## config.mk

```make
export PLATFORM = sky130hd
export DESIGN_NAME = joy2quad_multi
export DESIGN_NICKNAME = d
export VERILOG_FILES = /design/src/rtl/joy2quad_multi.sv
export SDC_FILE = /design/constraint.sdc
export NUM_CORES = 1
export LEC_CHECK = 0
export CORE_MARGIN = 4
export CORE_UTILIZATION = 47
export CTS_CLUSTER_DIAMETER = 120
export CTS_CLUSTER_SIZE = 30
export DETAILED_ROUTE_END_ITERATION = 8
export DONT_BUFFER_PORTS = 1
export PLACE_DENSITY_LB_ADDON = 0.08
export SYNTH_ARGS = -nofsm -noshare
export SYNTH_HDL_FRONTEND = slang
export SYNTH_SLANG_ARGS = --single-unit
export TNS_END_PERCENT = 20
```

## constraint.sdc

```tcl
create_clock -name CLK -period 2.65 [get_ports CLK]
set_input_delay 0.6625 -clock CLK [delete_from_list [all_inputs] [get_ports CLK]]
set_output_delay 0.6625 -clock CLK [all_outputs]
set_load 0.01 [all_outputs]
```

## src/rtl/joy2quad_multi.sv

```systemverilog
// joy2quad_multi: per-channel left/right controls to emulated rotary-encoder A/B phases.
// Define JOY2QUAD_ACCEL_EN to enable the per-channel speed ramp (period halves per level).
module joy2quad_multi #(
   parameter int CHANNELS    = 2,
   parameter int DIV_W       = 16,
   parameter int ACCEL_STEPS = 16,
   parameter int ACCEL_MAX   = 2
) (
   input  logic                  CLK,
   input  logic                  RESET,
   input  logic [DIV_W-1:0]      clkdiv,
   input  logic [CHANNELS-1:0]   left,
   input  logic [CHANNELS-1:0]   right,
   output logic [2*CHANNELS-1:0] steer,
   output logic [CHANNELS-1:0]   moving
);

   typedef enum logic [1:0] {
      DIR_IDLE = 2'b00,
      DIR_CW   = 2'b01,
      DIR_CCW  = 2'b10
   } dir_e;

   localparam int LVL_W = (ACCEL_MAX > 0) ? $clog2(ACCEL_MAX + 1) : 1;

   logic [CHANNELS-1:0][1:0]       dir_q, dir_d;
   logic [CHANNELS-1:0][1:0]       prev_q, prev_d;
   logic [CHANNELS-1:0][DIV_W-1:0] cnt_q, cnt_d;
   logic [CHANNELS-1:0][1:0]       phase_q, phase_d;
   logic [CHANNELS-1:0]            moving_q, moving_d;
   logic [CHANNELS-1:0]            step_s;
   logic [CHANNELS-1:0][LVL_W-1:0] lvl_s;
   logic [CHANNELS-1:0][DIV_W-1:0] limit_s;

   function automatic dir_e decode_dir(input logic l, input logic r);
      dir_e d;
      case ({l, r})
         2'b01:   d = DIR_CW;
         2'b10:   d = DIR_CCW;
         default: d = DIR_IDLE;
      endcase
      return d;
   endfunction

   // Gray walk 00->01->11->10 for CW, reverse for CCW.
   function automatic logic [1:0] step_phase(input logic [1:0] ph, input logic cw);
      logic [1:0] n;
      case (ph)
         2'b00:   n = cw ? 2'b01 : 2'b10;
         2'b01:   n = cw ? 2'b11 : 2'b00;
         2'b11:   n = cw ? 2'b10 : 2'b01;
         2'b10:   n = cw ? 2'b00 : 2'b11;
         default: n = 2'b00;
      endcase
      return n;
   endfunction

   // Effective period minus one and the per-channel step strobe.
   always_comb begin
      logic [DIV_W-1:0] shifted_v;
      shifted_v = '0;
      limit_s   = '0;
      step_s    = '0;
      for (int ch = 0; ch < CHANNELS; ch++) begin
         shifted_v = clkdiv >> lvl_s[ch];
         if (shifted_v == '0) begin
            limit_s[ch] = '0;
         end else begin
            limit_s[ch] = shifted_v - DIV_W'(1);
         end
         // ">=" lets a shrinking period take effect at once instead of wrapping.
         step_s[ch] = (dir_q[ch] != DIR_IDLE) && (dir_q[ch] == prev_q[ch]) &&
                      (cnt_q[ch] >= limit_s[ch]);
      end
   end

   // Direction capture, counter and phase next-state.
   always_comb begin
      dir_d    = dir_q;
      prev_d   = prev_q;
      cnt_d    = cnt_q;
      phase_d  = phase_q;
      moving_d = moving_q;
      for (int ch = 0; ch < CHANNELS; ch++) begin
         dir_d[ch]    = decode_dir(left[ch], right[ch]);
         moving_d[ch] = (decode_dir(left[ch], right[ch]) != DIR_IDLE);
         prev_d[ch]   = dir_q[ch];
         if ((dir_q[ch] == DIR_IDLE) || (dir_q[ch] != prev_q[ch])) begin
            cnt_d[ch] = '0;
         end else if (step_s[ch]) begin
            cnt_d[ch]   = '0;
            phase_d[ch] = step_phase(phase_q[ch], dir_q[ch] == DIR_CW);
         end else begin
            cnt_d[ch] = cnt_q[ch] + DIV_W'(1);
         end
      end
   end

   // Main state registers.
   always_ff @(posedge CLK or posedge RESET) begin
      if (RESET) begin
         dir_q    <= '0;
         prev_q   <= '0;
         cnt_q    <= '0;
         phase_q  <= '0;
         moving_q <= '0;
      end else begin
         dir_q    <= dir_d;
         prev_q   <= prev_d;
         cnt_q    <= cnt_d;
         phase_q  <= phase_d;
         moving_q <= moving_d;
      end
   end

`ifdef JOY2QUAD_ACCEL_EN
   localparam int TALLY_W = (ACCEL_STEPS > 1) ? $clog2(ACCEL_STEPS) : 1;

   logic [CHANNELS-1:0][LVL_W-1:0]   lvl_q, lvl_d;
   logic [CHANNELS-1:0][TALLY_W-1:0] tally_q, tally_d;

   assign lvl_s = lvl_q;

   // Acceleration level and same-direction step tally.
   always_comb begin
      lvl_d   = lvl_q;
      tally_d = tally_q;
      for (int ch = 0; ch < CHANNELS; ch++) begin
         if ((dir_q[ch] == DIR_IDLE) || (dir_q[ch] != prev_q[ch])) begin
            lvl_d[ch]   = '0;
            tally_d[ch] = '0;
         end else if (step_s[ch]) begin
            if (tally_q[ch] == TALLY_W'(ACCEL_STEPS - 1)) begin
               tally_d[ch] = '0;
               if (lvl_q[ch] != LVL_W'(ACCEL_MAX)) begin
                  lvl_d[ch] = lvl_q[ch] + LVL_W'(1);
               end else begin
                  lvl_d[ch] = lvl_q[ch];
               end
            end else begin
               tally_d[ch] = tally_q[ch] + TALLY_W'(1);
            end
         end else begin
            lvl_d[ch]   = lvl_q[ch];
            tally_d[ch] = tally_q[ch];
         end
      end
   end

   // Acceleration registers.
   always_ff @(posedge CLK or posedge RESET) begin
      if (RESET) begin
         lvl_q   <= '0;
         tally_q <= '0;
      end else begin
         lvl_q   <= lvl_d;
         tally_q <= tally_d;
      end
   end
`else
   assign lvl_s = '0;
`endif

   for (genvar ch = 0; ch < CHANNELS; ch++) begin : g_out
      assign steer[2*ch +: 2] = phase_q[ch];
   end

   assign moving = moving_q;

endmodule

```

==> results of run 1 <==
==> worst reg2reg max path: stages (launching register included) <==
cell and delay, ns:
dfrtp_1 0.44, ha_1 0.34, nand4_1 0.19, nor3_2 0.24
a2111oi_2 0.06, buf_4 0.15, a21boi_2 0.17, mux2_2 0.35
==> flip-flops by register name, indices dropped and copies added (netlist names) <==
signal / flops
cnt_q: 32
dir_q: 4
moving: 2
prev_q: 4
steer: 4
==> what timing repair did <==
action	CTS	global route
pin swaps	12	6
setup endpoints to repair	36	36
resized for setup	14	19
buffers inserted	2	0
==> layer usage <==
layer	wire [microns]	global-route usage, %
met5	0	0
met1	3120	25.3
met4	59	4.12
met2	2860	27.7
met3	386	3.72
==> through the flow <==
stage               instance area (sq um)  total power [mW]  setup TNS (ns)
floorplan                            3080             0.821          -33.97
global placement                     3320             0.860          -37.57
detailed placement                   3320             0.864          -40.63
CTS                                  3510              1.39          -28.07
global route                         3580              1.44          -33.61
finish                               3580              1.37          -29.19
==> cells by family (layout without fill, tap and decap cells) <==
logic type | count (synthesis) | count (layout) | synth area share [%]
xor+xnor | 44 | 44 | 12.6
buf+inv | 17 | 43 | 2.09
simple gates | 146 | 146 | 23.8
flops | 46 | 46 | 37.7
mux | 6 | 6 | 2.13
compound gates | 27 | 27 | 5.36
fa+ha+maj | 40 | 40 | 16.4
==> layout make-up <==
cell class | count | area share, %
clock buffers | 6 | 2.02
well taps | 77 | 2.69
inverters | 13 | 1.36
clock inverters | 2 | 1.05
flip-flops and latches | 46 | 32.1
repair buffers | 22 | 5.27
multi-input cells | 263 | 55.5
==> Yosys cell counts (2+ instances only) <==
| library cell | instances |
|---|---|
| nand4_1 | 9 |
| nand3_1 | 16 |
| mux2i_1 | 2 |
| nand3b_1 | 2 |
| nor3_1 | 24 |
| a21oi_1 | 10 |
| and2_1 | 2 |
| nor2_1 | 34 |
| nor2b_1 | 3 |
| inv_1 | 13 |
| a31oi_1 | 2 |
| and3_1 | 5 |
| dfrtp_1 | 46 |
| nand2b_1 | 3 |
| nand2_1 | 34 |
| nor4_1 | 3 |
| clkbuf_1 | 4 |
| ha_1 | 40 |
| o21ai_0 | 7 |
| xnor2_1 | 20 |
| or3_4 | 2 |
| nor3b_1 | 2 |
| mux2_2 | 4 |
| xor2_1 | 24 |
==> power groups by stage <==
| stage | clock network, mW | logic, mW | registers [mW] |
|---|---|---|---|
| floorplan | 0 | 0.0874 | 0.734 |
| global placement | 0 | 0.125 | 0.736 |
| detailed placement | 0 | 0.128 | 0.736 |
| CTS | 0.533 | 0.132 | 0.722 |
| global route | 0.567 | 0.153 | 0.724 |
| finish | 0.518 | 0.132 | 0.722 |
==> final timing paths <==
| kind | to | cells past startpoint | start |
|---|---|---|---|
| max in group asynchronous | steer[2] | 2 | RESET |
| min reg2reg | prev_q[2] | 0 | dir_q[2] |
| min | steer[1] | 2 | RESET |
| max | steer[2] | 12 | clkdiv[9] |
| min in group CLK | prev_q[2] | 0 | dir_q[2] |
| max reg2reg | steer[2] | 7 | cnt_q[29] |
==> cell usage in the layout (no fill, tap or decap), drive strengths merged, types with 7 or more instances in the layout <==
master	synthesis	routed
xor2	24	24
ha	40	40
buf	0	22
o21ai	7	7
dfrtp	46	46
nor2	34	34
a21oi	10	10
xnor2	20	20
inv	13	13
nand3	16	16
nor3	25	25
nand4	9	9
nand2	34	34
==> key figures, run 1 <==
Die
  • FP Rows: 29
  • Die span in y: 88.6 microns
  • Number of I/O pins: 28
  • Chip Width: 88.6 microns
  • DIE AREA: 7860 sq um
  • Initial cell density of the core: 48.1%
  • Floorplan Core Area: 6350 sq um

Power
  • Power spent charging and discharging nets: 0.322 mW
  • Leakage power total: 1.60 nW
  • Clk network pwr share: 37.8%
  • Share of total power in sequential cells: 52.6%
  • Sw Share: 23.5%
  • Total power density per cell area: 383 nW/um^2
  • Fraction of power consumed by combinational cells: 9.6%
  • VDD IR-drop max: 0.000202 V
  • Cell internal power dissipation: 1.05 mW

Clock tree
  • H-tree lvl count: 2
  • Clock sink count: 46
  • Clock tree from TritonCTS: yes
  • Reg clk slew, reported paths: 0.09 ns
  • Num CTS Buffers: 5
  • Skew-Pair Late Insertion Delay: 0.29 ns
  • Master cell of the clock root buffer: clkbuf_8
  • Hold-fix buffers, CTS: 0
  • Max Buffers Root-to-Sink: 2

Synthesis
  • Net count after synthesis: 388
  • Most used flip-flop cell after synthesis: dfrtp_1
  • Cell area after technology mapping: 3060 sq um
  • Cell types with the largest area share after synthesis: dfrtp_1, ha_1, xor2_1
  • Sequential share of the synthesized area: 37.7%
  • Distinct cell type count of the synthesized netlist: 39
  • Synth Instances: 326
  • EDFF count, synth: 0
  • Post-synthesis register bit count: 46
  • Share of the synthesized area in the top cell type: 37.7%
  • Synth warn: 0
  • Dominant cell type by area after synthesis: dfrtp_1
  • Synth async-reset ratio: 100%
  • Synthesized area divided by synthesized cell count: 9.38 sq um

Run status
  • Failing checks: setup timing
  • Result of the run: finished with violations

Critical path
  • Arrival time of the worst setup path: 3.73 ns
  • Crit path max-delay cell type: or4_4
  • Crit Path Category: input pin to flop
  • Worst-path maximum fanout: 3
  • Required time at the worst-slack endpoint: 2.83 ns
  • Kind of start point of the critical path: input pin
  • Delay of the slowest cell on the worst path: 0.52 ns
  • Critical-path cell list: or4_4 -> or3_4 -> or3_4 -> nor2_1 -> mux2i_1 -> ha_1 -> a21oi_1 -> nand2_1 -> a2111oi_2 -> buf_4 -> a21boi_2 -> mux2_2
  • Reg2Reg Setup Slack: 0.60 ns
  • Endpoint kind of the worst setup timing path: flop
  • Critical path's most frequent cell: or3_4
  • Crit-path leading delay family: simple AND/OR/NAND/NOR gates
  • Crit path buffers/inverters: 1

Finish
  • Sequential cell area: 1150 sq um
  • Multi-input gate area in the final layout: 1990 sq um
  • Number of nets in the layout: 413
  • P&R area growth vs syn: 17.3%
  • Final non-filler cell total: 429
  • Fillcell total: 583
  • Fraction of final layout cells sized beyond drive strength 1: 19.9%
  • Final standard cell utilization of the core: 56.5%
  • Diode insertion count for antenna repair: 0

Min path
  • Class of the most critical hold timing path: input pin to async pin

GRT
  • Total grt overflow: 0
  • Maximum number of pins on one net before global-route repair: 47
  • Number of global-route vias before repair: 2380
  • Total routing resource utilization after global routing: 17.8%
  • Global-route wire length before repair: 11000 microns
  • Initial antenna violation count: 0

Route
  • Average wire length per cell after detail routing: 15.0 microns
  • Via count normalized by instance count: 5.47
  • Count of routing violations after the opening detailed-route iteration: 88
  • Antenna-violating nets left: 0
  • Drt pass-1 iters: 4
  • Total number of vias: 2347
  • Detailed Route WL: 6430 microns
  • Post-route DRC violation count: 0

Timing
  • Slew headroom: 66.6%
  • Worst-case hold slack: 0.272 ns
  • Final setup violation count: 36
  • Clock period minus final worst setup slack: 3.55 ns
  • Worst Tran Pin Value: 0.497 ns
  • Max Clock Skew: 0.00513 ns
  • Worst path setup slack after routing: -0.902 ns
  • Ratio of final minimum period to clock period: 134%
  • Maximum operating frequency: 281 MHz
  • Slew Viols, Final: 0
  • Final hold vios: 0
  • RSZ-0062 raised after global routing: yes

Placement
  • Half-perimeter wire length after placement: 4880 microns
  • # placed instances: 419
  • RD Place Congestion: 0.864
  • Count of buffers from port buffering: 0
  • Place WS: -1.26 ns

Job
  • Max-Cap Viols: 0
Power figures use the tool's default switching activity.
==> run 2, diff against run 1 <==
Settings changed: CAP_MARGIN set to 10.
==> results of run 2 <==
Final layout, timing and power as in run 1 (identical DEF).
==> run 3, diff against run 2 <==
Settings changed: GPL_TIMING_DRIVEN set to 0.
==> run 3 against run 2 <==
Compared with the run above:
- the flow still finishes with violations (setup timing)
- worst setup slack worse by 0.063 ns
- non-clock buffer count is 1 higher
- clock-buffer cell count is 1 higher
- die area is the same
- cell count grew 0.23%
- sequential power hardly changed
- core utilization grew 1.7 points
- via count grew 1.7%
- global-route usage barely moved
- critical path type unchanged
- highest routed layer unchanged
==> key figures, run 3 (synthesis results as in run 1) <==
Run status
  • Result of the run: finished with violations
  • Failing checks: setup timing

Die
  • Floorplan Core Area: 6350 sq um
  • Chip Width: 88.6 microns
  • FP Rows: 29
  • DIE AREA: 7860 sq um
  • Number of I/O pins: 28
  • Die span in y: 88.6 microns
  • Initial cell density of the core: 48.1%

GRT
  • Number of global-route vias before repair: 2220
  • Global-route wire length before repair: 10700 microns
  • Maximum number of pins on one net before global-route repair: 25
  • Total routing resource utilization after global routing: 17.8%
  • Total grt overflow: 0
  • Initial antenna violation count: 0

Finish
  • Diode insertion count for antenna repair: 0
  • Fraction of final layout cells sized beyond drive strength 1: 19.8%
  • Highest-count cells in the layout ignoring fill and taps: dfrtp_1, ha_1, nand2_1
  • Reg with most FFs: cnt_q
  • Number of nets in the layout: 414
  • P&R area growth vs syn: 20.8%
  • Final standard cell utilization of the core: 58.1%
  • Leading cell type in the layout, fill and taps excluded: dfrtp_1
  • Flip-flop count of the largest register, all copies and words added: 32

Placement
  • RD Place Congestion: 0.823
  • Half-perimeter wire length after placement: 4750 microns
  • Count of buffers from port buffering: 0

Timing
  • Maximum operating frequency: 277 MHz
  • Worst-case hold slack: 0.288 ns
  • Ratio of final minimum period to clock period: 136%
  • Final hold vios: 0
  • Clock period minus final worst setup slack: 3.62 ns
  • Worst path setup slack after routing: -0.966 ns
  • Max Clock Skew: 0.00535 ns
  • Slew headroom: 49.0%
  • Slew Viols, Final: 0
  • Worst Tran Pin Value: 0.762 ns
  • Final setup violation count: 36
  • RSZ-0062 raised after global routing: yes

Critical path
  • Endpoint kind of the worst setup timing path: flop
  • Launch instance of the worst register-to-register path: cnt_q[1]
  • Critical path's most frequent cell: or3_4
  • Crit path max-delay cell type: or4_4
  • Arrival time of the worst setup path: 3.80 ns
  • Crit path launch: clkdiv[9]
  • Delay of the slowest cell on the worst path: 0.52 ns
  • Kind of start point of the critical path: input pin
  • Critical-path cell list: or4_4 -> or3_4 -> or3_4 -> nor3_4 -> mux2i_2 -> ha_1 -> nand4_1 -> nor3_1 -> a2111oi_4 -> buf_4 -> a21boi_2 -> mux2_2
  • Crit Path Category: input pin to flop
  • Worst-path maximum fanout: 2
  • Required time at the worst-slack endpoint: 2.83 ns

Power
  • Leakage power total: 1.64 nW
  • Sw Share: 24.4%
  • Clk network pwr share: 34.0%
  • Share of total power in sequential cells: 55.8%
  • Total power density per cell area: 351 nW/um^2
  • Cell internal power dissipation: 0.979 mW
  • VDD IR-drop max: 0.000239 V
  • Power spent charging and discharging nets: 0.316 mW
  • Fraction of power consumed by combinational cells: 10.3%

Route
  • Drt pass-1 iters: 6
  • Count of routing violations after the opening detailed-route iteration: 101
  • Average wire length per cell after detail routing: 15.0 microns
  • Post-route DRC violation count: 0
  • Total number of vias: 2388
  • Detailed Route WL: 6470 microns
  • Antenna-violating nets left: 0
  • Via count normalized by instance count: 5.55

Min path
  • Class of the most critical hold timing path: input pin to async pin

Clock tree
  • Master cell of the clock root buffer: clkbuf_8
  • Max Buffers Root-to-Sink: 2
  • Skew-Pair Late Insertion Delay: 0.30 ns
  • Clock tree from TritonCTS: yes
  • Num CTS Buffers: 5
  • Reg clk slew, reported paths: 0.08 ns
  • Clock sink count: 46
  • Hold-fix buffers, CTS: 0
  • H-tree lvl count: 2

Job
  • Max-Cap Viols: 0
[run 3: cell types whose count changed in the layout (fill, tap and decap cells not counted), sizes merged]
cell / previous run / this run
bufinv: 1 / 0
clkinv: 0 / 1
clkbuf: 6 / 10
buf: 22 / 20
clkinvlp: 1 / 0
[run 3: worst max-delay path: cells and delay by family]
family	cells	cell delay, ns
compound gates	2	0.24
fa+ha+maj	1	0.18
buf+inv	1	0.17
mux	2	0.63
simple gates	6	1.92
[run 3: final cells by class]
| cell class | count | area, sq um |
|---|---|---|
| fill | 571 | 2660 |
| tap | 77 | 96.3 |
| multi-input combinational | 263 | 2050 |
| timing repair buffer | 19 | 203 |
| clock inverter | 1 | 5.00 |
| inverter | 13 | 48.8 |
| clock buffer | 7 | 86.3 |
| buffer | 4 | 47.5 |
| sequential | 46 | 1150 |
[run 3: power by group through the flow]
stage	clock [mW]	sequential (mW)	combinational [mW]
global placement	0	0.736	0.108
CTS	0.458	0.722	0.128
floorplan	0	0.734	0.0874
finish	0.440	0.722	0.133
global route	0.488	0.724	0.155
detailed placement	0	0.736	0.116
[run 3: timing repair]
item	4_1_cts	5_1_grt
gates resized for setup	33	20
cloned	2	1
setup endpoints to repair	36	36
pin swaps	26	7
buffers inserted	9	6
[run 3: metal layers]
metal	part of all wire [%]	vias to the layer above	track usage, %
met3	6.3	7	3.45
li1	-	1200	-
met5	0	-	0
met4	1.4	0	5.77
met1	51	1124	27.3
met2	41	57	24.9
[run 3: worst paths after layout]
check	depth (start not counted)	to	slack [ns]
min reg2reg	0	prev_q[2]	0.43
min	1	steer[1]	0.29
max	12	steer[3]	-0.97
min in group CLK	0	prev_q[2]	0.43
max reg2reg	8	cnt_q[11]	0.52
max in group asynchronous	2	cnt_q[31]	1.86
[run 3: per-stage QoR]
stage                     power [mW]  area, sq um  std cells  TNS, ns  worst slack [ns]
after floorplan                0.821         3080        326   -33.97             -1.01
after global placement         0.844         3180        403   -53.36             -1.58
after detailed placement       0.852         3210        404   -50.51             -1.53
after CTS                       1.31         3540        423   -29.36            -0.929
after global routing            1.37         3690        430   -35.15             -1.09
final                           1.29         3690        430   -30.03            -0.966
